$ cat src/rtl/pipe_hazard_ctrl_if.sv
// Handshake bundle between the pipeline datapath and the hazard controller.
// The datapath side (master) supplies decode/stage fields and memory status.
// The controller side (slave) returns enables, flushes, PC select and statistics.
interface pipe_hazard_ctrl_if #(
    parameter int CNT_W = 16
);
    logic [4:0]       i_id_rs;
    logic [4:0]       i_id_rt;
    logic             i_id_uses_rt;
    logic             i_ex_memread;
    logic [4:0]       i_ex_rt;
    logic             i_mem_branch;
    logic             i_mem_zero;
    logic             i_mem_access;
    logic             i_dmem_ack;
    logic             i_halt_req;
    logic             i_cnt_clr;

    logic             o_pc_en;
    logic             o_if_id_en;
    logic             o_id_ex_en;
    logic             o_ex_mem_en;
    logic             o_mem_wb_en;
    logic             o_if_id_flush;
    logic             o_id_ex_flush;
    logic             o_ex_mem_flush;
    logic             o_pc_sel;
    logic             o_dmem_req;
    logic             o_halted;
    logic             o_mem_err;
    logic [CNT_W-1:0] o_stall_cnt;
    logic [CNT_W-1:0] o_flush_cnt;

    modport master (
        output i_id_rs, i_id_rt, i_id_uses_rt, i_ex_memread, i_ex_rt,
               i_mem_branch, i_mem_zero, i_mem_access, i_dmem_ack,
               i_halt_req, i_cnt_clr,
        input  o_pc_en, o_if_id_en, o_id_ex_en, o_ex_mem_en, o_mem_wb_en,
               o_if_id_flush, o_id_ex_flush, o_ex_mem_flush, o_pc_sel,
               o_dmem_req, o_halted, o_mem_err, o_stall_cnt, o_flush_cnt
    );

    modport slave (
        input  i_id_rs, i_id_rt, i_id_uses_rt, i_ex_memread, i_ex_rt,
               i_mem_branch, i_mem_zero, i_mem_access, i_dmem_ack,
               i_halt_req, i_cnt_clr,
        output o_pc_en, o_if_id_en, o_id_ex_en, o_ex_mem_en, o_mem_wb_en,
               o_if_id_flush, o_id_ex_flush, o_ex_mem_flush, o_pc_sel,
               o_dmem_req, o_halted, o_mem_err, o_stall_cnt, o_flush_cnt
    );
endinterface

$ cat src/rtl/pipe_hazard_ctrl.sv
// Pipeline hazard controller for the 5-stage CPU.
// Mealy control: enables/flushes are combinational from state and inputs so a
// hazard is handled in the cycle it appears. A three-state FSM sequences the
// data-memory wait and debug halt; saturating counters track stalls/flushes.
module pipe_hazard_ctrl #(
    parameter int MEM_TIMEOUT = 255,
    parameter int CNT_W       = 16
) (
    input  logic               i_clk,
    input  logic               i_rst_n,
    pipe_hazard_ctrl_if.slave  bus
);
    localparam int WAIT_W = $clog2(MEM_TIMEOUT + 1);

    typedef enum logic [1:0] {S_RUN, S_MEM_WAIT, S_HALTED} state_t;

    state_t              r_state;
    logic [WAIT_W-1:0]   r_wait_cnt;
    logic                r_mem_err;
    logic [CNT_W-1:0]    r_stall_cnt;
    logic [CNT_W-1:0]    r_flush_cnt;

    state_t              w_state_nxt;
    logic                w_pc_en, w_if_id_en, w_id_ex_en, w_ex_mem_en, w_mem_wb_en;
    logic                w_if_id_flush, w_id_ex_flush, w_ex_mem_flush;
    logic                w_pc_sel, w_dmem_req, w_halted;
    logic                w_run_rules, w_mem_done, w_freeze;
    logic                w_timeout, w_branch, w_load_use;

    function automatic logic [CNT_W-1:0] sat_inc(input logic [CNT_W-1:0] v);
        return (&v) ? v : v + CNT_W'(1);
    endfunction

    assign w_timeout  = (r_state == S_MEM_WAIT) && (r_wait_cnt == WAIT_W'(MEM_TIMEOUT));
    assign w_branch   = bus.i_mem_branch & bus.i_mem_zero;
    // r0 is hardwired zero, so a load targeting it never creates a dependency.
    assign w_load_use = bus.i_ex_memread && (bus.i_ex_rt != 5'd0) &&
                        ((bus.i_ex_rt == bus.i_id_rs) ||
                         (bus.i_id_uses_rt && (bus.i_ex_rt == bus.i_id_rt)));

    // Next state and Mealy outputs; release cycles of MEM_WAIT/HALTED fall through to the RUN rules.
    always_comb begin
        w_pc_en        = 1'b1;
        w_if_id_en     = 1'b1;
        w_id_ex_en     = 1'b1;
        w_ex_mem_en    = 1'b1;
        w_mem_wb_en    = 1'b1;
        w_if_id_flush  = 1'b0;
        w_id_ex_flush  = 1'b0;
        w_ex_mem_flush = 1'b0;
        w_pc_sel       = 1'b0;
        w_dmem_req     = 1'b0;
        w_halted       = 1'b0;
        w_state_nxt    = r_state;
        w_run_rules    = 1'b0;
        w_mem_done     = 1'b0;
        w_freeze       = 1'b0;

        case (r_state)
            S_RUN: w_run_rules = 1'b1;
            S_MEM_WAIT: begin
                w_dmem_req = 1'b1;
                if (bus.i_dmem_ack || w_timeout) begin
                    w_run_rules = 1'b1;
                    w_mem_done  = 1'b1;
                end else begin
                    w_freeze = 1'b1;
                end
            end
            S_HALTED: begin
                if (bus.i_halt_req) begin
                    w_freeze = 1'b1;
                    w_halted = 1'b1;
                end else begin
                    w_run_rules = 1'b1;
                end
            end
            default: w_state_nxt = S_RUN;
        endcase

        if (w_run_rules) begin
            w_state_nxt = S_RUN;
            if (bus.i_mem_access) w_dmem_req = 1'b1;
            if (bus.i_mem_access && !bus.i_dmem_ack && !w_mem_done) begin
                w_freeze    = 1'b1;
                w_state_nxt = S_MEM_WAIT;
            end else if (bus.i_halt_req) begin
                w_freeze    = 1'b1;
                w_halted    = 1'b1;
                w_state_nxt = S_HALTED;
            end else if (w_branch) begin
                // One flush cycle kills the three younger instructions.
                w_pc_sel       = 1'b1;
                w_if_id_flush  = 1'b1;
                w_id_ex_flush  = 1'b1;
                w_ex_mem_flush = 1'b1;
            end else if (w_load_use) begin
                w_pc_en       = 1'b0;
                w_if_id_en    = 1'b0;
                w_id_ex_flush = 1'b1;
            end
        end

        if (w_freeze) begin
            w_pc_en     = 1'b0;
            w_if_id_en  = 1'b0;
            w_id_ex_en  = 1'b0;
            w_ex_mem_en = 1'b0;
            w_mem_wb_en = 1'b0;
        end
    end

    // FSM state, memory wait counter and sticky timeout flag.
    always_ff @(posedge i_clk or negedge i_rst_n) begin
        if (!i_rst_n) begin
            r_state    <= S_RUN;
            r_wait_cnt <= '0;
            r_mem_err  <= 1'b0;
        end else begin
            r_state <= w_state_nxt;
            if ((r_state == S_MEM_WAIT) && !w_mem_done) begin
                r_wait_cnt <= r_wait_cnt + WAIT_W'(1);
            end else begin
                r_wait_cnt <= '0;
            end
            if (w_timeout && !bus.i_dmem_ack) r_mem_err <= 1'b1;
        end
    end

    // Saturating stall/flush statistics; clear wins over increment.
    always_ff @(posedge i_clk or negedge i_rst_n) begin
        if (!i_rst_n) begin
            r_stall_cnt <= '0;
            r_flush_cnt <= '0;
        end else if (bus.i_cnt_clr) begin
            r_stall_cnt <= '0;
            r_flush_cnt <= '0;
        end else begin
            if (!w_pc_en) r_stall_cnt <= sat_inc(r_stall_cnt);
            if (w_pc_sel) r_flush_cnt <= sat_inc(r_flush_cnt);
        end
    end

    // Strobes drop as soon as reset asserts, independent of the clock.
    assign bus.o_pc_en        = i_rst_n & w_pc_en;
    assign bus.o_if_id_en     = i_rst_n & w_if_id_en;
    assign bus.o_id_ex_en     = i_rst_n & w_id_ex_en;
    assign bus.o_ex_mem_en    = i_rst_n & w_ex_mem_en;
    assign bus.o_mem_wb_en    = i_rst_n & w_mem_wb_en;
    assign bus.o_if_id_flush  = i_rst_n & w_if_id_flush;
    assign bus.o_id_ex_flush  = i_rst_n & w_id_ex_flush;
    assign bus.o_ex_mem_flush = i_rst_n & w_ex_mem_flush;
    assign bus.o_pc_sel       = i_rst_n & w_pc_sel;
    assign bus.o_dmem_req     = i_rst_n & w_dmem_req;
    assign bus.o_halted       = i_rst_n & w_halted;
    assign bus.o_mem_err      = r_mem_err;
    assign bus.o_stall_cnt    = r_stall_cnt;
    assign bus.o_flush_cnt    = r_flush_cnt;
endmodule

$ cat src/flat_wrapper.sv
// flat-port wrapper written by rule: the top's interface ports become plain ports
module pipe_hazard_ctrl_flat 
#(
    parameter int MEM_TIMEOUT = 255,
    parameter int CNT_W       = 16
)
  (i_clk, i_rst_n, bus_i_id_rs, bus_i_id_rt, bus_i_id_uses_rt, bus_i_ex_memread, bus_i_ex_rt, bus_i_mem_branch, bus_i_mem_zero, bus_i_mem_access, bus_i_dmem_ack, bus_i_halt_req, bus_i_cnt_clr, bus_o_pc_en, bus_o_if_id_en, bus_o_id_ex_en, bus_o_ex_mem_en, bus_o_mem_wb_en, bus_o_if_id_flush, bus_o_id_ex_flush, bus_o_ex_mem_flush, bus_o_pc_sel, bus_o_dmem_req, bus_o_halted, bus_o_mem_err, bus_o_stall_cnt, bus_o_flush_cnt);
  pipe_hazard_ctrl_if #(.CNT_W(CNT_W)) bus_i ();
  input  logic i_clk;
  input  logic i_rst_n;
  input wire logic [$bits(bus_i.i_id_rs)-1:0] bus_i_id_rs;
  input wire logic [$bits(bus_i.i_id_rt)-1:0] bus_i_id_rt;
  input wire logic [$bits(bus_i.i_id_uses_rt)-1:0] bus_i_id_uses_rt;
  input wire logic [$bits(bus_i.i_ex_memread)-1:0] bus_i_ex_memread;
  input wire logic [$bits(bus_i.i_ex_rt)-1:0] bus_i_ex_rt;
  input wire logic [$bits(bus_i.i_mem_branch)-1:0] bus_i_mem_branch;
  input wire logic [$bits(bus_i.i_mem_zero)-1:0] bus_i_mem_zero;
  input wire logic [$bits(bus_i.i_mem_access)-1:0] bus_i_mem_access;
  input wire logic [$bits(bus_i.i_dmem_ack)-1:0] bus_i_dmem_ack;
  input wire logic [$bits(bus_i.i_halt_req)-1:0] bus_i_halt_req;
  input wire logic [$bits(bus_i.i_cnt_clr)-1:0] bus_i_cnt_clr;
  output wire logic [$bits(bus_i.o_pc_en)-1:0] bus_o_pc_en;
  output wire logic [$bits(bus_i.o_if_id_en)-1:0] bus_o_if_id_en;
  output wire logic [$bits(bus_i.o_id_ex_en)-1:0] bus_o_id_ex_en;
  output wire logic [$bits(bus_i.o_ex_mem_en)-1:0] bus_o_ex_mem_en;
  output wire logic [$bits(bus_i.o_mem_wb_en)-1:0] bus_o_mem_wb_en;
  output wire logic [$bits(bus_i.o_if_id_flush)-1:0] bus_o_if_id_flush;
  output wire logic [$bits(bus_i.o_id_ex_flush)-1:0] bus_o_id_ex_flush;
  output wire logic [$bits(bus_i.o_ex_mem_flush)-1:0] bus_o_ex_mem_flush;
  output wire logic [$bits(bus_i.o_pc_sel)-1:0] bus_o_pc_sel;
  output wire logic [$bits(bus_i.o_dmem_req)-1:0] bus_o_dmem_req;
  output wire logic [$bits(bus_i.o_halted)-1:0] bus_o_halted;
  output wire logic [$bits(bus_i.o_mem_err)-1:0] bus_o_mem_err;
  output wire logic [$bits(bus_i.o_stall_cnt)-1:0] bus_o_stall_cnt;
  output wire logic [$bits(bus_i.o_flush_cnt)-1:0] bus_o_flush_cnt;
  assign bus_i.i_id_rs = bus_i_id_rs;
  assign bus_i.i_id_rt = bus_i_id_rt;
  assign bus_i.i_id_uses_rt = bus_i_id_uses_rt;
  assign bus_i.i_ex_memread = bus_i_ex_memread;
  assign bus_i.i_ex_rt = bus_i_ex_rt;
  assign bus_i.i_mem_branch = bus_i_mem_branch;
  assign bus_i.i_mem_zero = bus_i_mem_zero;
  assign bus_i.i_mem_access = bus_i_mem_access;
  assign bus_i.i_dmem_ack = bus_i_dmem_ack;
  assign bus_i.i_halt_req = bus_i_halt_req;
  assign bus_i.i_cnt_clr = bus_i_cnt_clr;
  assign bus_o_pc_en = bus_i.o_pc_en;
  assign bus_o_if_id_en = bus_i.o_if_id_en;
  assign bus_o_id_ex_en = bus_i.o_id_ex_en;
  assign bus_o_ex_mem_en = bus_i.o_ex_mem_en;
  assign bus_o_mem_wb_en = bus_i.o_mem_wb_en;
  assign bus_o_if_id_flush = bus_i.o_if_id_flush;
  assign bus_o_id_ex_flush = bus_i.o_id_ex_flush;
  assign bus_o_ex_mem_flush = bus_i.o_ex_mem_flush;
  assign bus_o_pc_sel = bus_i.o_pc_sel;
  assign bus_o_dmem_req = bus_i.o_dmem_req;
  assign bus_o_halted = bus_i.o_halted;
  assign bus_o_mem_err = bus_i.o_mem_err;
  assign bus_o_stall_cnt = bus_i.o_stall_cnt;
  assign bus_o_flush_cnt = bus_i.o_flush_cnt;
  pipe_hazard_ctrl #(.MEM_TIMEOUT(MEM_TIMEOUT), .CNT_W(CNT_W)) u_core (.i_clk(i_clk), .i_rst_n(i_rst_n), .bus(bus_i));
endmodule
$ cat config.mk
export PLATFORM = sky130hd
export DESIGN_NAME = pipe_hazard_ctrl_flat
export DESIGN_NICKNAME = d
export VERILOG_FILES = /design/src/rtl/pipe_hazard_ctrl_if.sv /design/src/rtl/pipe_hazard_ctrl.sv /design/src/flat_wrapper.sv
export SDC_FILE = /design/constraint.sdc
export NUM_CORES = 1
export LEC_CHECK = 0
export ABC_AREA = 1
export CAP_MARGIN = 20
export CELL_PAD_IN_SITES_DETAIL_PLACEMENT = 0
export CELL_PAD_IN_SITES_GLOBAL_PLACEMENT = 1
export CORE_AREA = 2 2 95 97
export DETAILED_ROUTE_END_ITERATION = 8
export DIE_AREA = 0 0 97 99
export PLACE_DENSITY_LB_ADDON = 0.08
export SYNTH_ARGS = -nofsm -noshare
export SYNTH_HDL_FRONTEND = slang
export SYNTH_SLANG_ARGS = --single-unit
$ cat constraint.sdc
create_clock -name i_clk -period 2.5 [get_ports i_clk]
set_input_delay 0.375 -clock i_clk [delete_from_list [all_inputs] [get_ports i_clk]]
set_output_delay 0.375 -clock i_clk [all_outputs]
set_load 0.005 [all_outputs]
# Word level (Yosys, flattened, before mapping)
# Cells that the tools add are included.
# totals
romBits,0
n_memories,0
output_inout_bits,44
ramBits,0
inputBits,25
latchBits,0
reg_bits,43
# op_classes
reduce_logical,20
n_mul,0
n_bitwise,7
n_mux,44
div_mod_pow,0
n_eq_ne,9
n_shift,0
magnitude_cmp,0
add_sub_neg,3
# op_table
op,count
2-to-1 mux 16 bit,6
adder 16 x 1 -> 16 bit (second input constant),2
AND reduction 16 bit,2
2-to-1 mux 1 bit,31
== test 5 bit,2
adder 8 x 1 -> 8 bit (second input constant),1
== test 8 bit (second input constant),1
logical AND 1 bit,8
2-to-1 mux 2 bit,4
2-to-1 mux 8 bit,1
bitwise AND 1 bit,7
inequality test 2 bit (second input constant),3
nonzero test 5 bit,1
AND reduction 2 bit,2
case mux 1 bit (3 select lines),1
OR reduction 3 bit,1
== test 2 x 1 -> 1 bit (second input constant),1
== test 2 bit (second input constant),1
zero test 1 bit,2
zero test 2 bit,1
logical OR 1 bit,2
inequality test 2 x 1 -> 1 bit (second input constant),1
case mux 1 bit (2 select lines),1
nonzero test 2 bit,1

# Longest topological paths before layout
# Gate-level depths: netlist of run 1.
# logic_depth
depth_word,12
depth_mapped,16
ltp_nobuf,15

# Least setup slack after synthesis of run 1
# No wires, ideal clock.
# synth_timing
path_type,reg-to-output
start,register u_core.r_state[1]
end,output bus_o_pc_en
arrival_time_ns,1.848
path_stages_with_launch,15
path_slack_ns,0.277
required_time_ns,2.125
n_path_buf,2
cell_sequence,dfrtp_1 > inv_1 > ha_1 > inv_1 > nor2_2 > nand2_4 > nand3_2 > nand2_1 > nand2_1 > nand2_1 > inv_1 > nand2_2 > buf_2 > nor2_1 > buf_4
# synth_between
elab_chain_len,11
elab_cells_between_ends,19
classes_between,eq/ne (2); mux (11); bitwise (1); reduce/logical (5)
# synth_lines
item,line,text
start: declaration,pipe_hazard_ctrl.sv:17,state_t r_state;
start signal: assignment,pipe_hazard_ctrl.sv:120,r_state <= w_state_nxt;
branches (longest 9 deep; another with == test 2 x 1 -> 1 bit),--,
2-to-1 mux 1 bit *,--,
bitwise AND 1 bit *,--,
end: declaration,flat_wrapper.sv:22,output wire logic [$bits(bus_i.o_pc_en)-1:0] bus_o_pc_en;
# Every way passes the cells marked *.

# Final worst setup path of run 1
# layout_timing
start,register u_core.r_state[0]
end,output bus_o_if_id_en
# layout_between
elab_chain_len,11
elab_cells_between_ends,19
classes_between,eq/ne (2); mux (11); bitwise (1); reduce/logical (5)
# layout_lines
item,line,text
branches (longest 9 deep; another with == test 2 x 1 -> 1 bit),--,
2-to-1 mux 1 bit *,pipe_hazard_ctrl.sv:104,if (w_freeze) begin
bitwise AND 1 bit *,pipe_hazard_ctrl.sv:146,assign bus.o_if_id_en = i_rst_n & w_if_id_en;
end: declaration,flat_wrapper.sv:23,output wire logic [$bits(bus_i.o_if_id_en)-1:0] bus_o_if_id_en;
# Marks and branches as above.

==> results of run 1 <==
layout make-up:
class	instances	area share [%]
Multi-Input combinational cell	309	42.2
Sequential cell	43	26.7
Timing Repair Buffer	85	19.6
Inverter	50	4.75
Tap cell	108	3.35
Clock buffer	5	1.71
Clock inverter	3	1.67
path summary, 6_finish.rpt:
path,from,to,cells after the start
max in group asynchronous,i_rst_n,u_core.r_state[0],2
min,i_rst_n,u_core.bus.o_stall_cnt[8],2
min in group i_clk,u_core.bus.o_mem_err,u_core.bus.o_mem_err,1
min reg2reg,u_core.bus.o_mem_err,u_core.bus.o_mem_err,1
max,u_core.r_state[0],bus_o_if_id_en,13
max reg2reg,u_core.r_wait_cnt[0],u_core.bus.o_stall_cnt[9],15
metrics by stage:
stage,area [sq um],setup slack (ns)
after floorplan,3000,0.277
after CTS,3950,0.0594
after global placement,3810,0.00627
final,4030,0.128
after global routing,4030,-0.0127
after detailed placement,3810,-0.0115
sequential cells by signal, indices dropped and copies added, names as in the netlist:
signal	flops
u_core.bus.o_mem_err	1
u_core.r_state	2
u_core.bus.o_flush_cnt	16
u_core.r_wait_cnt	8
u_core.bus.o_stall_cnt	16
logic make-up (layout without fill, tap and decap cells):
family / count (synthesis) / count (layout) / synth area share, %
fa+ha+maj: 7 / 7 / 2.92
simple gates: 262 / 262 / 40.9
buf+inv: 66 / 143 / 9.81
compound gates: 11 / 11 / 1.96
flops: 43 / 43 / 35.9
xor+xnor: 29 / 29 / 8.47
power by group through the flow:
| stage | registers (uW) | clock network (uW) | logic, uW |
|---|---|---|---|
| after floorplan | 779 | 0 | 445 |
| after global placement | 787 | 0 | 730 |
| final | 780 | 664 | 781 |
| after global routing | 787 | 717 | 867 |
| after detailed placement | 788 | 0 | 735 |
| after CTS | 772 | 683 | 729 |
Yosys cell counts (all sizes together):
master	count	area share [%]
a21oi	6	1.0
and3	1	0.21
buf	12	3.0
clkbuf	4	0.50
clkinv	1	0.13
dfrtp	43	36
ha	7	2.9
inv	49	6.1
nand2	127	17
nand3	46	8.2
nand3b	9	2.3
nand4	25	5.2
nor2	44	6.1
nor3	8	1.7
nor3b	1	0.25
o21ai	3	0.50
o21bai	1	0.25
o22ai	1	0.21
or2	1	0.21
xnor2	6	1.8
xor2	23	6.7
timing repair:
action | CTS | global route
pin swaps | 3 | 6
setup endpoints to repair | 11 | 10
gates resized for setup | 13 | 25
setup buffers | 2 | 1
cloned | 0 | 0
per-layer routing:
metal,track usage [%],wire length [um]
met1,23.2,3920
met2,26.2,3380
met3,3.19,318
met4,4.12,58
met5,0,0
==> metrics, run 1 <==
largest net degree at the start of global routing=49; clk_skew=a little under 0.007 ns; IO Port Bufs=68; die width=between 90 and 100 um; DR vias=2817; Routed WL=approximately 7.7 mm; CP max-delay cell=dfrtp_2; leakage=0.00200 uW; initial core utilization=between 30% and 40%; share of cells above drive strength 1=11.5%; minimum clock period=2.37 ns; VDD IR-drop max=302 uV; Worst-path clk slew=approximately 0.090 ns; H-tree Lvls=2; critical path class=reg -> out; post-layout util=47.2%; Clk Latency, worst-skew pair=~0.30 ns; RSZ-0062 raised after global routing=true; endpoints failing setup=0; Max Cap Viol=0; part of the power in registers=35.1%; Hold Violations, Final=0; Synth Cell Area=3000 sq um; Clock Tree Root=clkbuf_8; commonest non-fill, non-tap cell in the layout=nand2_1; number of global-route vias before repair=2767; fin crit share=between 90% and 100%; Post-Synthesis Cells=approximately 420; non-filler cells, final=between 600 and 700; Worst-Margin Slew=0.488 ns; GRT Total Usage=16.5%; Layout Nets=approximately 530; Pint=1450 uW; n_diodes=0; TritonCTS buffer count=5; Total Power=2220 uW; DR iter-0 viols=148; fillers=around 900; register area=1080 sq um; DIE AREA=between 9000 and 10000 sq um; clock power share=29.8%; Yosys warnings=0; initial antenna violation count=0; Total Neg Setup Slack=0 ns; #FFs+latches synth=43; CTS tree=done; Remaining DRCs=0; Antenna Violating Nets Remaining=0; Fmax=422 MHz; reg2reg setup slack=0.30 ns; slowest stage delay, CP=about 0.45 ns; WHS=0.133 ns; net switching power figure=778 uW; clock sinks=43; Logic pwr share=35.1%; Die Height=99 um; Max FO, Critical Path=4; Max-slew headroom=67.5%; drt first pass iters=4; Crit path buffers/inverters=3; Hold Crit Class=in -> async; Pwr Density=551 nW/um^2; CP Data Required Time=approximately 2.1 ns; post-DP HPWL=about 5.4 mm; syn nets=450; core area=about 8600 sq um; Distinct cells, synth=30; fin. max-slew vios=0; top-level I/O count=69; CP Capture Type=primary output; CP startpoint kind=flop; GRT overflow=0; first-pass GRT wire length=13.2 mm; sequential share of the synthesized area=a little over a third; Arrival @ worst endpoint=approximately 2.0 ns; vias per cell=4.67; status=finished clean; Most common cell on crit path=nand2_2; switching share of power=35.0%; CP Cell Sequence=ha_4, inv_2, nor2_4, nand2_4, nand2_2, nand2_2, nand2_2, nand2_4, clkinvlp_4, nand2_2, nand2_2, nor2_2, dlygate4sd2_1; Top delay family on crit path=simple AND/OR/NAND/NOR gates; Layout area overhead=34.6%; area of the multi-input gates=between 1500 and 2000 sq um; row cnt=34; per-cell routed wire length=between 10 and 15 um; cts hold-fix bufs=0; placed instance count=a little under 600; clk buf depth=2; most frequent cells in the layout=119 x nand2_1, 56 x clkdlybuf4s50_1, 46 x inv_1; post-synthesis average cell area=around 7 sq um; GPL Wtd Cong=0.815
No activity file was read; power rests on OpenSTA's default activity.
==> run 2, diff against run 1 <==
Settings changed: CTS_BUF_LIST set to sky130_fd_sc_hd__clkbuf_16, SKIP_LAST_GASP set to 1.
==> metrics, run 2 (synthesis gave the netlist of run 1 again) <==
clk_skew=0.00601 ns (-0.000845 ns); Max FO, Critical Path=4 (unchanged); Antenna Violating Nets Remaining=0 (unchanged); top-level I/O count=69 (unchanged); Clk Latency, worst-skew pair=0.28 ns (-0.02 ns); share of cells above drive strength 1=12.0% (+0.48 points); Worst-Margin Slew=0.504 ns (+0.0159 ns); endpoints failing setup=0 (unchanged); slowest stage delay, CP=0.40 ns (-0.05 ns); Finished Cell Area=4100 sq um (+1.5%); GRT overflow=0 (unchanged); DR vias=2836 (+0.67%); status=finished clean; GRT Total Usage=16.5% (+0.030 points); Pwr Density=594 nW/um^2 (+7.7%); R2R Path Start=u_core.r_state[1]; CP Cell Sequence=inv_2, ha_2, inv_2, nor2_4, nand2_4, nand2_2, nand2_2, nand2_2, nand2_4, clkinvlp_4, buf_4, nand2_1, a21oi_1, dlygate4sd2_1; first-pass GRT wire length=13.2 mm (+0.31%); H-tree Lvls=2 (unchanged); Most common cell on crit path=nand2_2; crit path launch=u_core.r_state[1]; number of global-route vias before repair=2775 (+0.29%); core area=8550 sq um (unchanged); initial antenna violation count=0 (unchanged); Max-slew headroom=66.4% (-1.1 points); Reg2Reg Depth=16 (+1); Total Neg Setup Slack=0 ns (unchanged); leakage=0.00208 uW (+4.1%); Worst-path clk slew=0.06 ns (-0.03 ns); CP Capture Type=primary output; per-cell routed wire length=12.7 um (-0.12%); initial core utilization=35.1% (unchanged); largest net degree at the start of global routing=49 (unchanged); Layout area overhead=36.6%; post-layout util=47.9% (+0.72 points); Arrival @ worst endpoint=2.04 ns (+0.04 ns); Top delay family on crit path=buffers and inverters; fin. max-slew vios=0 (unchanged); die width=97 um (unchanged); minimum clock period=2.41 ns (+0.0401 ns); Reg-to-Reg End=u_core.bus.o_stall_cnt[9]; post-DP HPWL=5.43 mm (unchanged); DIE AREA=9600 sq um (unchanged); vias per cell=4.66 (-0.15%); clock sinks=43 (unchanged); VDD IR-drop max=299 uV (-1.0%); Fmax=415 MHz (-1.7%); drt first pass iters=4 (unchanged); CP max-delay cell=dfrtp_1; Hold Violations, Final=0 (unchanged); GPL Wtd Cong=0.815 (unchanged); TritonCTS buffer count=5 (unchanged); row cnt=34 (unchanged); cts hold-fix bufs=0 (unchanged); WHS=0.157 ns (+0.0243 ns); IO Port Bufs=68 (unchanged); Remaining DRCs=0 (unchanged); commonest non-fill, non-tap cell in the layout=nand2_1; CP startpoint kind=flop; fin crit share=96.5% (+1.6 points); RSZ-0062 raised after global routing=true; most frequent cells in the layout=120 x nand2_1, 56 x clkdlybuf4s50_1, 47 x inv_1; clk buf depth=2 (unchanged); reg2reg setup slack=0.28 ns (-0.02 ns); Max Cap Viol=0 (unchanged); Die Height=99 um (unchanged); n_diodes=0 (unchanged); Routed WL=7.72 mm (+0.70%); non-filler cells, final=608 (+0.83%); placed instance count=592 (unchanged); CP Data Required Time=2.12 ns (about the same); CTS tree=done; Layout Nets=531 (+0.95%); DR iter-0 viols=134 (-9.5%); Clock Tree Root=clkbuf_16; DP Area=3810 sq um (unchanged); critical path class=reg -> out; Hold Crit Class=in -> async; Crit path buffers/inverters=5 (+2)
-- run 2: changes by cell type in the layout (fill, tap and decap cells not counted), sizes merged --
cell           before  now
buf                18   25
clkdlybuf4s15       4    0
dlymetal6s2s        0    2
-- run 2: area by class of cell --
class / count / area (sq um)
clock buffers: 5 / 125
clock inverters: 3 / 67.6
fillers: 891 / 4460
inverters: 50 / 191
multi-input cells: 309 / 1680
flip-flops and latches: 43 / 1080
well taps: 108 / 135
repair buffers: 90 / 823
-- run 2: worst max-delay path by stage --
stage / slack (ns) / cells past startpoint / to
2_1_floorplan: 0.28 / 14 / bus_o_pc_en
3_3_place_gp: 0.006 / 11 / bus_o_pc_en
3_5_place_dp: -0.01 / 10 / bus_o_if_id_en
4_1_cts: -0.16 / 12 / bus_o_pc_sel
5_1_grt: -0.03 / 13 / bus_o_dmem_req
6_report: 0.09 / 14 / bus_o_dmem_req
-- run 2: worst reg2reg max path, cell delays in order, from the launching register on --
cell	delay [ns]
dfrtp_1	0.40
inv_2	0.07
ha_2	0.18
inv_2	0.06
nor2_4	0.12
nand2_4	0.07
nand2_2	0.06
nand2_2	0.05
nand2_2	0.09
nand3_1	0.08
nand2_1	0.11
inv_1	0.06
nand2_2	0.07
buf_4	0.22
nand2_2	0.27
nand3_1	0.16
nand2_1	0.06
-- run 2: where the power goes --
| group | switching (uW) | leakage, uW | internal, uW | total [uW] |
|---|---|---|---|---|
| clock network | 282 | 0.0000900 | 573 | 855 |
| logic | 464 | 0.00140 | 337 | 801 |
| registers | 44.9 | 0.000595 | 732 | 777 |
| total | 791 | 0.00208 | 1640 | 2430 |
-- run 2: timing repair --
action                     in CTS  in global routing
pin swaps                       3                  9
gates resized for setup        13                 21
setup endpoints to repair      11                  7
setup buffers                   3                  6
-- run 2: per-layer routing --
layer | part of all wire [%] | global-route usage [%]
met5 | 0 | 0
met4 | 0.74 | 4.12
met3 | 4.4 | 2.98
met2 | 44 | 26.5
met1 | 51 | 23.2
-- run 2: stage by stage --
step           setup WS [ns]  total power (uW)
2_1_floorplan          0.277              1220
5_1_grt              -0.0260              2580
6_report              0.0883              2430
4_1_cts               -0.159              2380
3_3_place_gp         0.00627              1520
3_5_place_dp         -0.0115              1520
==> run 3, diff against run 2 <==
Settings changed: CORE_AREA 2 2 95 97 to 2 2 91 101, DIE_AREA 0 0 97 99 to 0 0 93 103.
==> metrics, run 3 (synthesis gave the netlist of run 1 again) <==
GRT Total Usage=16.6% (+0.12 points); grt met1 use=23.7% (+0.56 points); DR iter-0 viols=128 (-4.5%); Die Height=103 um (+4.0%); Hold Violations, Final=0 (unchanged); Clk Latency, worst-skew pair=0.28 ns (about the same); clk_skew=0.00650 ns (+0.000489 ns); Max Cap Viol=0 (unchanged); GRT overflow=0 (unchanged); Fmax=426 MHz (+2.8%); drt first pass iters=4 (unchanged); TritonCTS buffer count=5 (unchanged); row cnt=36 (+5.9%); DR vias=2838 (+0.071%); critical path class=reg -> out; fin. max-slew vios=0 (unchanged); Clock Tree Root=clkbuf_16; CP Capture Type=primary output; die width=93 um (-4.1%); Finished Cell Area=4100 sq um (unchanged); DIE AREA=9580 sq um (-0.25%); first-pass GRT wire length=12.9 mm (-2.1%); clk buf depth=2 (unchanged); gr busiest metal=met2; post-DP HPWL=5.47 mm (+0.73%); RSZ-0062 raised after global routing=false; fin crit share=93.9% (-2.6 points); initial antenna violation count=0 (unchanged); vias per cell=4.64 (-0.42%); core area=8650 sq um (+1.1%); CP Data Required Time=2.12 ns (about the same); M2 GR Usage=26.3% (-0.24 points); H-tree Lvls=2 (unchanged); share of cells above drive strength 1=11.3% (-0.73 points); Max-slew headroom=67.8% (+1.4 points); top-level I/O count=69 (unchanged); Routed WL=7.65 mm (-0.88%); largest net degree at the start of global routing=49 (unchanged); number of global-route vias before repair=2705 (-2.5%); DP Area=3800 sq um (-0.20%); M3 GR Usage=3.00% (+0.018 points); VDD IR-drop max=289 uV (-3.4%); Layout area overhead=36.6% (unchanged); clock sinks=43 (unchanged); initial core utilization=34.7% (-0.40 points); Worst-Margin Slew=0.483 ns (-0.0206 ns); status=finished clean; Arrival @ worst endpoint=1.97 ns (-0.07 ns); Worst-path clk slew=0.07 ns (about the same); Layout Nets=528 (-0.56%); leakage=0.00208 uW (-0.21%); commonest non-fill, non-tap cell in the layout=nand2_1; Remaining DRCs=0 (unchanged); CTS tree=done; per-cell routed wire length=12.5 um (-1.4%); Hold Crit Class=in -> async; n_diodes=0 (unchanged); GPL Wtd Cong=0.773 (-5.2%); IO Port Bufs=68 (unchanged); CP startpoint kind=flop; cts hold-fix bufs=0 (unchanged); Total Power=2300 uW (-5.3%); most frequent cells in the layout=120 x nand2_1, 56 x clkdlybuf4s50_1, 47 x inv_1; Total Neg Setup Slack=0 ns (unchanged); endpoints failing setup=0 (unchanged); fillers=883 (-0.90%); Pwr Density=563 nW/um^2 (-5.3%); Max FO, Critical Path=4 (unchanged); minimum clock period=2.35 ns (-0.0647 ns); Antenna Violating Nets Remaining=0 (unchanged); WHS=0.134 ns (-0.0226 ns)
==> run 3: path summary, 6_finish.rpt <==
path	cells past startpoint	startpoint	to	slack, ns
worst max-delay path	13	u_core.r_wait_cnt[0]	bus_o_ex_mem_flush	0.15
worst min-delay path	2	i_rst_n	u_core.r_wait_cnt[7]	0.13
max in group asynchronous	2	i_rst_n	u_core.r_state[0]	1.97
worst max register to register	15	u_core.r_wait_cnt[0]	u_core.bus.o_stall_cnt[14]	0.35
worst min register to register	1	u_core.bus.o_mem_err	u_core.bus.o_mem_err	0.49
min in group i_clk	1	u_core.bus.o_mem_err	u_core.bus.o_mem_err	0.49
==> run 3: per-stage QoR <==
step                      setup slack, ns  std cells  util, %
after detailed placement          -0.0532        596     43.9
after floorplan                     0.277        418        -
after CTS                          -0.140        608     46.6
after global routing            0.0000193        611     47.4
final                               0.153        611     47.4
after global placement          0.0000102        596     43.9
==> run 3: worst max-delay path: stages (launching register included) <==
cell and delay (ns):
dfrtp_1 0.40, ha_4 0.16, nand3_4 0.09, nor2_4 0.12, nand2_4 0.08, nand2_2 0.06, nand2_2 0.05, nand2_2 0.08
nand2_4 0.06, clkinvlp_4 0.09, nand3_2 0.08, nor2_2 0.12, buf_4 0.12, clkdlybuf4s15_1 0.19
==> run 3: timing repair <==
action,4_1_cts,5_1_grt
gates resized for setup,19,11
pin swaps,4,5
setup endpoints to repair,11,8
buffers inserted,4,3
==> run 3: power breakdown <==
group          switching [uW]  internal, uW  total [uW]
logic                     457           313         770
clock network             280           471         752
registers                48.6           733         782
total                     786          1520        2300
==> run 3: per-layer routing <==
layer	up-vias	wire [um]
li1	1496	-
met1	1287	3810
met2	49	3490
met3	6	298
met4	0	63
met5	-	0
==> run 3: final cells by class <==
type | count | area [sq um] | share of cell area [%]
clock buffers | 5 | 125 | 3.06
clock inverters | 3 | 43.8 | 1.07
inverters | 50 | 191 | 4.67
multi-input cells | 309 | 1700 | 41.5
flip-flops and latches | 43 | 1080 | 26.3
well taps | 114 | 143 | 3.48
repair buffers | 87 | 817 | 20.0
